## src/rtl/wb_mem_line_buffer_if.sv

```systemverilog
// Bus bundle for the line buffer: CPU-side (s_*) request/response and
// SPI SRAM controller side (m_*) request/response.
interface wb_mem_line_buffer_if #(
    parameter int ADDR_W = 14
);
    logic              s_cyc;
    logic [ADDR_W-1:0] s_adr;
    logic              s_we;
    logic [31:0]       s_dat_i;
    logic [3:0]        s_sel;
    logic [31:0]       s_dat_o;
    logic              s_ack;

    logic              m_cyc;
    logic [ADDR_W-1:0] m_adr;
    logic              m_we;
    logic [31:0]       m_dat_o;
    logic [3:0]        m_sel;
    logic [31:0]       m_dat_i;
    logic              m_ack;

    // The line buffer itself
    modport slave (
        input  s_cyc, s_adr, s_we, s_dat_i, s_sel, m_dat_i, m_ack,
        output s_dat_o, s_ack, m_cyc, m_adr, m_we, m_dat_o, m_sel
    );

    // The CPU plus SPI SRAM controller surrounding the buffer
    modport master (
        output s_cyc, s_adr, s_we, s_dat_i, s_sel, m_dat_i, m_ack,
        input  s_dat_o, s_ack, m_cyc, m_adr, m_we, m_dat_o, m_sel
    );
endinterface

```

## src/rtl/wb_mem_line_buffer.sv

```systemverilog
// Single-line read buffer in front of the SPI SRAM controller: read hits are
// served locally, misses fill one aligned line, writes go through.
module wb_mem_line_buffer #(
    parameter int ADDR_W     = 14,
    parameter int LINE_WORDS = 4
) (
    input  logic                   clk,
    input  logic                   rst_n,
    input  logic                   i_flush,
    wb_mem_line_buffer_if.slave    bus
);
    localparam int IDX_W = $clog2(LINE_WORDS);
    localparam int TAG_W = ADDR_W - IDX_W;
    localparam logic [IDX_W-1:0] LAST_IDX = IDX_W'(LINE_WORDS - 1);

    typedef enum logic [2:0] {IDLE, FILL, FILL_GAP, RESP, WRITE, ACK} state_t;

    state_t             state, state_n;
    logic               valid;
    logic               flush_seen;
    logic [TAG_W-1:0]   tag;
    logic [IDX_W-1:0]   cnt;
    logic [31:0]        line [LINE_WORDS];

    logic [IDX_W-1:0]   idx;
    logic [TAG_W-1:0]   req_tag;
    logic               hit;
    logic               start_fill, start_wr, fill_wr, cnt_inc, fill_done, wr_merge;
    logic [ADDR_W-1:0]  m_adr_n;

    function automatic logic [31:0] merge_bytes(input logic [31:0] old_w,
                                                input logic [31:0] new_w,
                                                input logic [3:0]  sel);
        logic [31:0] res;
        for (int b = 0; b < 4; b++)
            res[8*b +: 8] = sel[b] ? new_w[8*b +: 8] : old_w[8*b +: 8];
        return res;
    endfunction

    assign idx     = bus.s_adr[IDX_W-1:0];
    assign req_tag = bus.s_adr[ADDR_W-1:IDX_W];
    assign hit     = valid && (tag == req_tag);

    // Hits share the RESP step with completed fills, so a hit acks on the
    // second cycle after the request is first seen.
    always_comb begin
        state_n    = state;
        start_fill = 1'b0;
        start_wr   = 1'b0;
        fill_wr    = 1'b0;
        cnt_inc    = 1'b0;
        fill_done  = 1'b0;
        wr_merge   = 1'b0;
        m_adr_n    = bus.m_adr;
        case (state)
            IDLE: begin
                if (bus.s_cyc) begin
                    if (bus.s_we) begin
                        start_wr = 1'b1;
                        m_adr_n  = bus.s_adr;
                        state_n  = WRITE;
                    end else if (hit) begin
                        state_n = RESP;
                    end else begin
                        start_fill = 1'b1;
                        m_adr_n    = {req_tag, {IDX_W{1'b0}}};
                        state_n    = FILL;
                    end
                end
            end
            FILL: begin
                if (bus.m_ack) begin
                    fill_wr = 1'b1;
                    state_n = FILL_GAP;
                end
            end
            FILL_GAP: begin
                if (cnt == LAST_IDX) begin
                    fill_done = 1'b1;
                    state_n   = RESP;
                end else begin
                    cnt_inc = 1'b1;
                    m_adr_n = {tag, cnt + IDX_W'(1)};
                    state_n = FILL;
                end
            end
            RESP:    state_n = ACK;
            WRITE: begin
                if (bus.m_ack) begin
                    wr_merge = hit;
                    state_n  = ACK;
                end
            end
            ACK:     state_n = IDLE;
            default: state_n = IDLE;
        endcase
    end

    always_ff @(posedge clk or negedge rst_n) begin
        if (!rst_n) begin
            state       <= IDLE;
            valid       <= 1'b0;
            flush_seen  <= 1'b0;
            tag         <= '0;
            cnt         <= '0;
            bus.s_ack   <= 1'b0;
            bus.s_dat_o <= '0;
            bus.m_cyc   <= 1'b0;
            bus.m_we    <= 1'b0;
            bus.m_adr   <= '0;
            bus.m_dat_o <= '0;
            bus.m_sel   <= 4'h0;
        end else begin
            state     <= state_n;
            bus.s_ack <= (state_n == ACK);
            bus.m_cyc <= (state_n == FILL) || (state_n == WRITE);
            bus.m_adr <= m_adr_n;
            if (start_wr) begin
                bus.m_we    <= 1'b1;
                bus.m_dat_o <= bus.s_dat_i;
                bus.m_sel   <= bus.s_sel;
            end else if (start_fill) begin
                bus.m_we  <= 1'b0;
                bus.m_sel <= 4'hF;
            end
            if (state == RESP)
                bus.s_dat_o <= line[idx];
            if (start_fill) begin
                valid      <= 1'b0;
                tag        <= req_tag;
                cnt        <= '0;
                flush_seen <= i_flush;
            end else begin
                if (cnt_inc)
                    cnt <= cnt + IDX_W'(1);
                if (i_flush)
                    flush_seen <= 1'b1;
            end
            if (fill_done)
                valid <= !(flush_seen || i_flush);
            if (i_flush)
                valid <= 1'b0;
        end
    end

    // Line storage carries no reset; the valid flag guards it.
    always_ff @(posedge clk) begin
        if (fill_wr)
            line[cnt] <= bus.m_dat_i;
        else if (wr_merge)
            line[idx] <= merge_bytes(line[idx], bus.s_dat_i, bus.s_sel);
    end
endmodule

```

## src/flat_wrapper.sv

```systemverilog
// flat-port wrapper written by rule: the top's interface ports become plain ports
module wb_mem_line_buffer_flat 
#(
    parameter int ADDR_W     = 14,
    parameter int LINE_WORDS = 4
)
  (clk, rst_n, i_flush, bus_s_cyc, bus_s_adr, bus_s_we, bus_s_dat_i, bus_s_sel, bus_m_dat_i, bus_m_ack, bus_s_dat_o, bus_s_ack, bus_m_cyc, bus_m_adr, bus_m_we, bus_m_dat_o, bus_m_sel);
  wb_mem_line_buffer_if #(.ADDR_W(ADDR_W)) bus_i ();
  input  logic clk;
  input  logic rst_n;
  input  logic i_flush;
  input wire logic [$bits(bus_i.s_cyc)-1:0] bus_s_cyc;
  input wire logic [$bits(bus_i.s_adr)-1:0] bus_s_adr;
  input wire logic [$bits(bus_i.s_we)-1:0] bus_s_we;
  input wire logic [$bits(bus_i.s_dat_i)-1:0] bus_s_dat_i;
  input wire logic [$bits(bus_i.s_sel)-1:0] bus_s_sel;
  input wire logic [$bits(bus_i.m_dat_i)-1:0] bus_m_dat_i;
  input wire logic [$bits(bus_i.m_ack)-1:0] bus_m_ack;
  output wire logic [$bits(bus_i.s_dat_o)-1:0] bus_s_dat_o;
  output wire logic [$bits(bus_i.s_ack)-1:0] bus_s_ack;
  output wire logic [$bits(bus_i.m_cyc)-1:0] bus_m_cyc;
  output wire logic [$bits(bus_i.m_adr)-1:0] bus_m_adr;
  output wire logic [$bits(bus_i.m_we)-1:0] bus_m_we;
  output wire logic [$bits(bus_i.m_dat_o)-1:0] bus_m_dat_o;
  output wire logic [$bits(bus_i.m_sel)-1:0] bus_m_sel;
  assign bus_i.s_cyc = bus_s_cyc;
  assign bus_i.s_adr = bus_s_adr;
  assign bus_i.s_we = bus_s_we;
  assign bus_i.s_dat_i = bus_s_dat_i;
  assign bus_i.s_sel = bus_s_sel;
  assign bus_i.m_dat_i = bus_m_dat_i;
  assign bus_i.m_ack = bus_m_ack;
  assign bus_s_dat_o = bus_i.s_dat_o;
  assign bus_s_ack = bus_i.s_ack;
  assign bus_m_cyc = bus_i.m_cyc;
  assign bus_m_adr = bus_i.m_adr;
  assign bus_m_we = bus_i.m_we;
  assign bus_m_dat_o = bus_i.m_dat_o;
  assign bus_m_sel = bus_i.m_sel;
  wb_mem_line_buffer #(.ADDR_W(ADDR_W), .LINE_WORDS(LINE_WORDS)) u_core (.clk(clk), .rst_n(rst_n), .i_flush(i_flush), .bus(bus_i));
endmodule
```

## config.mk

```make
export PLATFORM = sky130hd
export DESIGN_NAME = wb_mem_line_buffer_flat
export DESIGN_NICKNAME = d
export VERILOG_FILES = /design/src/rtl/wb_mem_line_buffer_if.sv /design/src/rtl/wb_mem_line_buffer.sv /design/src/flat_wrapper.sv
export SDC_FILE = /design/constraint.sdc
export NUM_CORES = 1
export LEC_CHECK = 0
export BUFFER_PORTS_ARGS = -buffer_cell sky130_fd_sc_hd__buf_2
export CELL_PAD_IN_SITES_DETAIL_PLACEMENT = 0
export CELL_PAD_IN_SITES_GLOBAL_PLACEMENT = 1
export CORE_ASPECT_RATIO = 1.5
export CORE_MARGIN = 4
export CORE_UTILIZATION = 50
export CTS_BUF_LIST = sky130_fd_sc_hd__clkbuf_8
export DETAILED_ROUTE_END_ITERATION = 16
export PLACE_DENSITY = 0.9
export SLEW_MARGIN = 10
export SYNTH_ARGS = -nofsm -noshare
export SYNTH_HDL_FRONTEND = slang
export SYNTH_SLANG_ARGS = --single-unit
```

## constraint.sdc

```tcl
create_clock -name clk -period 12.2 [get_ports clk]
set_input_delay 1.22 -clock clk [delete_from_list [all_inputs] [get_ports clk]]
set_output_delay 1.22 -clock clk [all_outputs]
set_load 0.02 [all_outputs]
```

==> flow_metrics.tcl <==
set metrics [dict create \
    synth_cell_types 42 \
    crit_required_ns 12.37 \
    drv_cap 0 \
    track_usage_pct 19.35 \
    rsz0062_at_grt "no" \
    layout.nets 851 \
    avgSynthCellArea_um2 17.33 \
    end_kind "register" \
    clkLatencyLatePin_ns 0.50 \
    drtIter0Drc 269 \
    post_synth_inst_count 573 \
    slew_violations 0 \
    grt_max_degree 67 \
    boundaryPins 173 \
    worstSetupStartpointType "primary input" \
    hold_class "register to register" \
    die-area_um2 22230 \
    grt-ovfl-total 0 \
    slowest_delay_ns 1.02 \
    worstPathCellList "buf_2, xnor2_1, nand3_1, nor4_4, nand3_4, o32ai_4, buf_4" \
    die_h_um 180.6 \
    setup_slack_ns 8.030 \
    routed_via_density 5.431 \
    syn_area_um2 9931 \
    htree_levels 2 \
    ir_drop_mv 0.1471 \
    yosys.area.top_type "edfxtp_1" \
    clockRootBuffer "clkbuf_8" \
    path_max_fanout 36 \
    dr.pass1.iters 5 \
    synthTopCellsByArea "edfxtp_1 39%, dfrtp_1 26%, mux2_2 13%" \
    cts_buffers 37 \
    p_total_uw 2567 \
    slowest_stage "o32ai_4" \
    vias 5686 \
    layout_common_cells "171 x buf_2, 128 x edfxtp_1, 119 x mux2_2" \
    setup-violations-final 0 \
    wl_per_cell_um 20.30 \
    synthToLayoutAreaGrowth_pct 19.45 \
    yosysSeqAreaShare_pct 64.91 \
    slew_headroom_pct 32.73 \
    fmaxAchievable_mhz 239.8 \
    start_util_pct 51.41 \
    ant_nets 0 \
    core_area_um2 19320 \
    status "completed" \
    gp_congestion 0.8137 \
    grt_pass1_wl_mm 33.57 \
    path_buf_inv 2 \
    cts_hold_buf 0 \
    synth.net_count 662 \
    ys_ff_latch 232 \
    synth-warning-count 0 \
    path_clk_slew_ns 0.06 \
    nFillCells 1416 \
    grt_pass1_vias 6335 \
    finalHoldViolCount 0 \
    leakagePower_uw 0.004929 \
    finalSetupTns_ns 0 \
    post_cts_buffers 0 \
    worstSetupPathType "primary input to register" \
    cts_resized 0 \
    regArea_um2 6446 \
    holdWs_ns 0.4711 \
    fin_skew_ns 0.01292 \
    wl_mm 21.25 \
    portBuffers 172 \
    tritoncts "yes" \
    clock_path_buffers 3 \
    rows 62 \
    die_x_um 123.1 \
    drc 0 \
    clock-sinks 232 \
    place_ws_ns 7.487 \
    fin_crit_ns 4.170 \
    finalCritPeriodShare_pct 34.18 \
    grt_antenna_before_repair 1 \
    multi_input_area_um2 3368 \
    worst_pin_slew_ns 1.006 \
    power.density_nw_per_um2 216.4 \
    netlist.area_leader.share_pct 38.70 \
    dp_hpwl_mm 15.10 \
    cp_top_family "simple AND/OR/NAND/NOR gates" \
    final_common_cell "buf_2" \
    critPathArrivalTime_ns 4.34 \
    drive_above_1_share_pct 54.05 \
]
## layout make-up
type | instances | share of cell area [%]
Clock buffer | 41 | 4.757
Sequential cell | 232 | 54.34
Tap cell | 256 | 2.700
Clock inverter | 26 | 1.814
Multi-Input combinational cell | 303 | 28.39
Antenna cell | 1 | 0.02109
Inverter | 10 | 0.3164
Timing Repair Buffer | 178 | 7.657
## power by group
| group | internal (uW) | switching, uW | leakage, uW | total [uW] |
|---|---|---|---|---|
| clock network | 395 | 296 | 0.000422 | 691 |
| registers | 1020 | 103 | 0.00241 | 1130 |
| logic | 327 | 422 | 0.00210 | 749 |
| total | 1750 | 821 | 0.00493 | 2570 |
## metal layers
layer	part of all wire (%)	up-vias	wire [um]	global-route usage, %
met2	54	207	11470	34.35
li1	-	2560	-	-
met1	38	2875	7973	23.39
met4	2.4	0	500	6.297
met3	6.2	44	1310	3.800
met5	0	-	0	0
## through the flow
stage	util, %	instances	cell area, um2
global route	61.41	1047	11860
CTS	61.40	1046	11860
global placement	57.36	979	11080
floorplan	-	573	9931
finish	61.41	1047	11860
detailed placement	57.36	979	11080
## state kept, by name (all words and copies together), names as in the netlist
| register | cells |
|---|---|
| u_core.valid | 1 |
| u_core.bus.m_we | 1 |
| u_core.bus.s_ack | 1 |
| u_core.bus.m_cyc | 1 |
| u_core.bus.m_adr | 14 |
| u_core.bus.m_dat_o | 32 |
| u_core.cnt | 2 |
| u_core.flush_seen | 1 |
| u_core.line | 128 |
| u_core.state | 3 |
| u_core.tag | 12 |
| u_core.bus.m_sel | 4 |
| u_core.bus.s_dat_o | 32 |
## worst reg2reg max path, stage by stage (launching register included)
cell     delay (ns)
dfrtp_1        0.41
xnor2_1        0.15
nand3_1        0.16
nor4_4         0.48
nand3_4        0.73
o32ai_4        1.04
buf_4          0.42
## path summary, 6_finish.rpt
path | from | end | slack, ns | cells past startpoint
min | u_core.flush_seen$_DFFE_PN0P_ | u_core.valid$_DFFE_PN0P_ | 0.47 | 1
max reg2reg | u_core.tag[10]$_DFFE_PN0P_ | u_core.line[3][25]$_DFFE_PP_ | 8.47 | 6
min reg2reg | u_core.flush_seen$_DFFE_PN0P_ | u_core.valid$_DFFE_PN0P_ | 0.47 | 1
max | bus_s_adr[12] | u_core.line[3][25]$_DFFE_PP_ | 8.03 | 7
min in group asynchronous | rst_n | u_core.bus.m_dat_o[6]$_DFFE_PN0P_ | 0.70 | 1
max in group asynchronous | rst_n | u_core.bus.m_adr[11]$_DFFE_PN0P_ | 10.24 | 2
## synthesized netlist by cell type (all sizes together)
| library cell | count |
|---|---|
| mux2 | 152 |
| edfxtp | 128 |
| dfrtp | 104 |
| nand2 | 39 |
| mux4 | 32 |
| clkbuf | 15 |
| buf | 13 |
| nor2 | 13 |
| inv | 10 |
| o21ai | 10 |
| xnor2 | 10 |
| nand3 | 5 |
| o32ai | 5 |
| a21oi | 4 |
| nand2b | 4 |
| o22a | 4 |
| and2 | 3 |
| a21o | 2 |
| mux2i | 2 |
| nand3b | 2 |
| nor2b | 2 |
| a21boi | 1 |
| a221oi | 1 |
| a31oi | 1 |
| ha | 1 |
| nand4 | 1 |
| nor4 | 1 |
| nor4b | 1 |
| o221ai | 1 |
| o22ai | 1 |
| o31a | 1 |
| or2 | 1 |
| or3 | 1 |
| or3b | 1 |
| or4 | 1 |
## kinds of logic after synthesis
group / share of synthesized area [%]
AOI/OAI and AO/OA: 2.407
xor gates and xnor gates: 0.8819
adders and majority gates: 0.1260
buffers and inverters: 1.978
DFF: 64.91
muxes: 25.94
and+or+nand+nor: 3.755
Note: power is estimated with default switching activity, not from simulation.
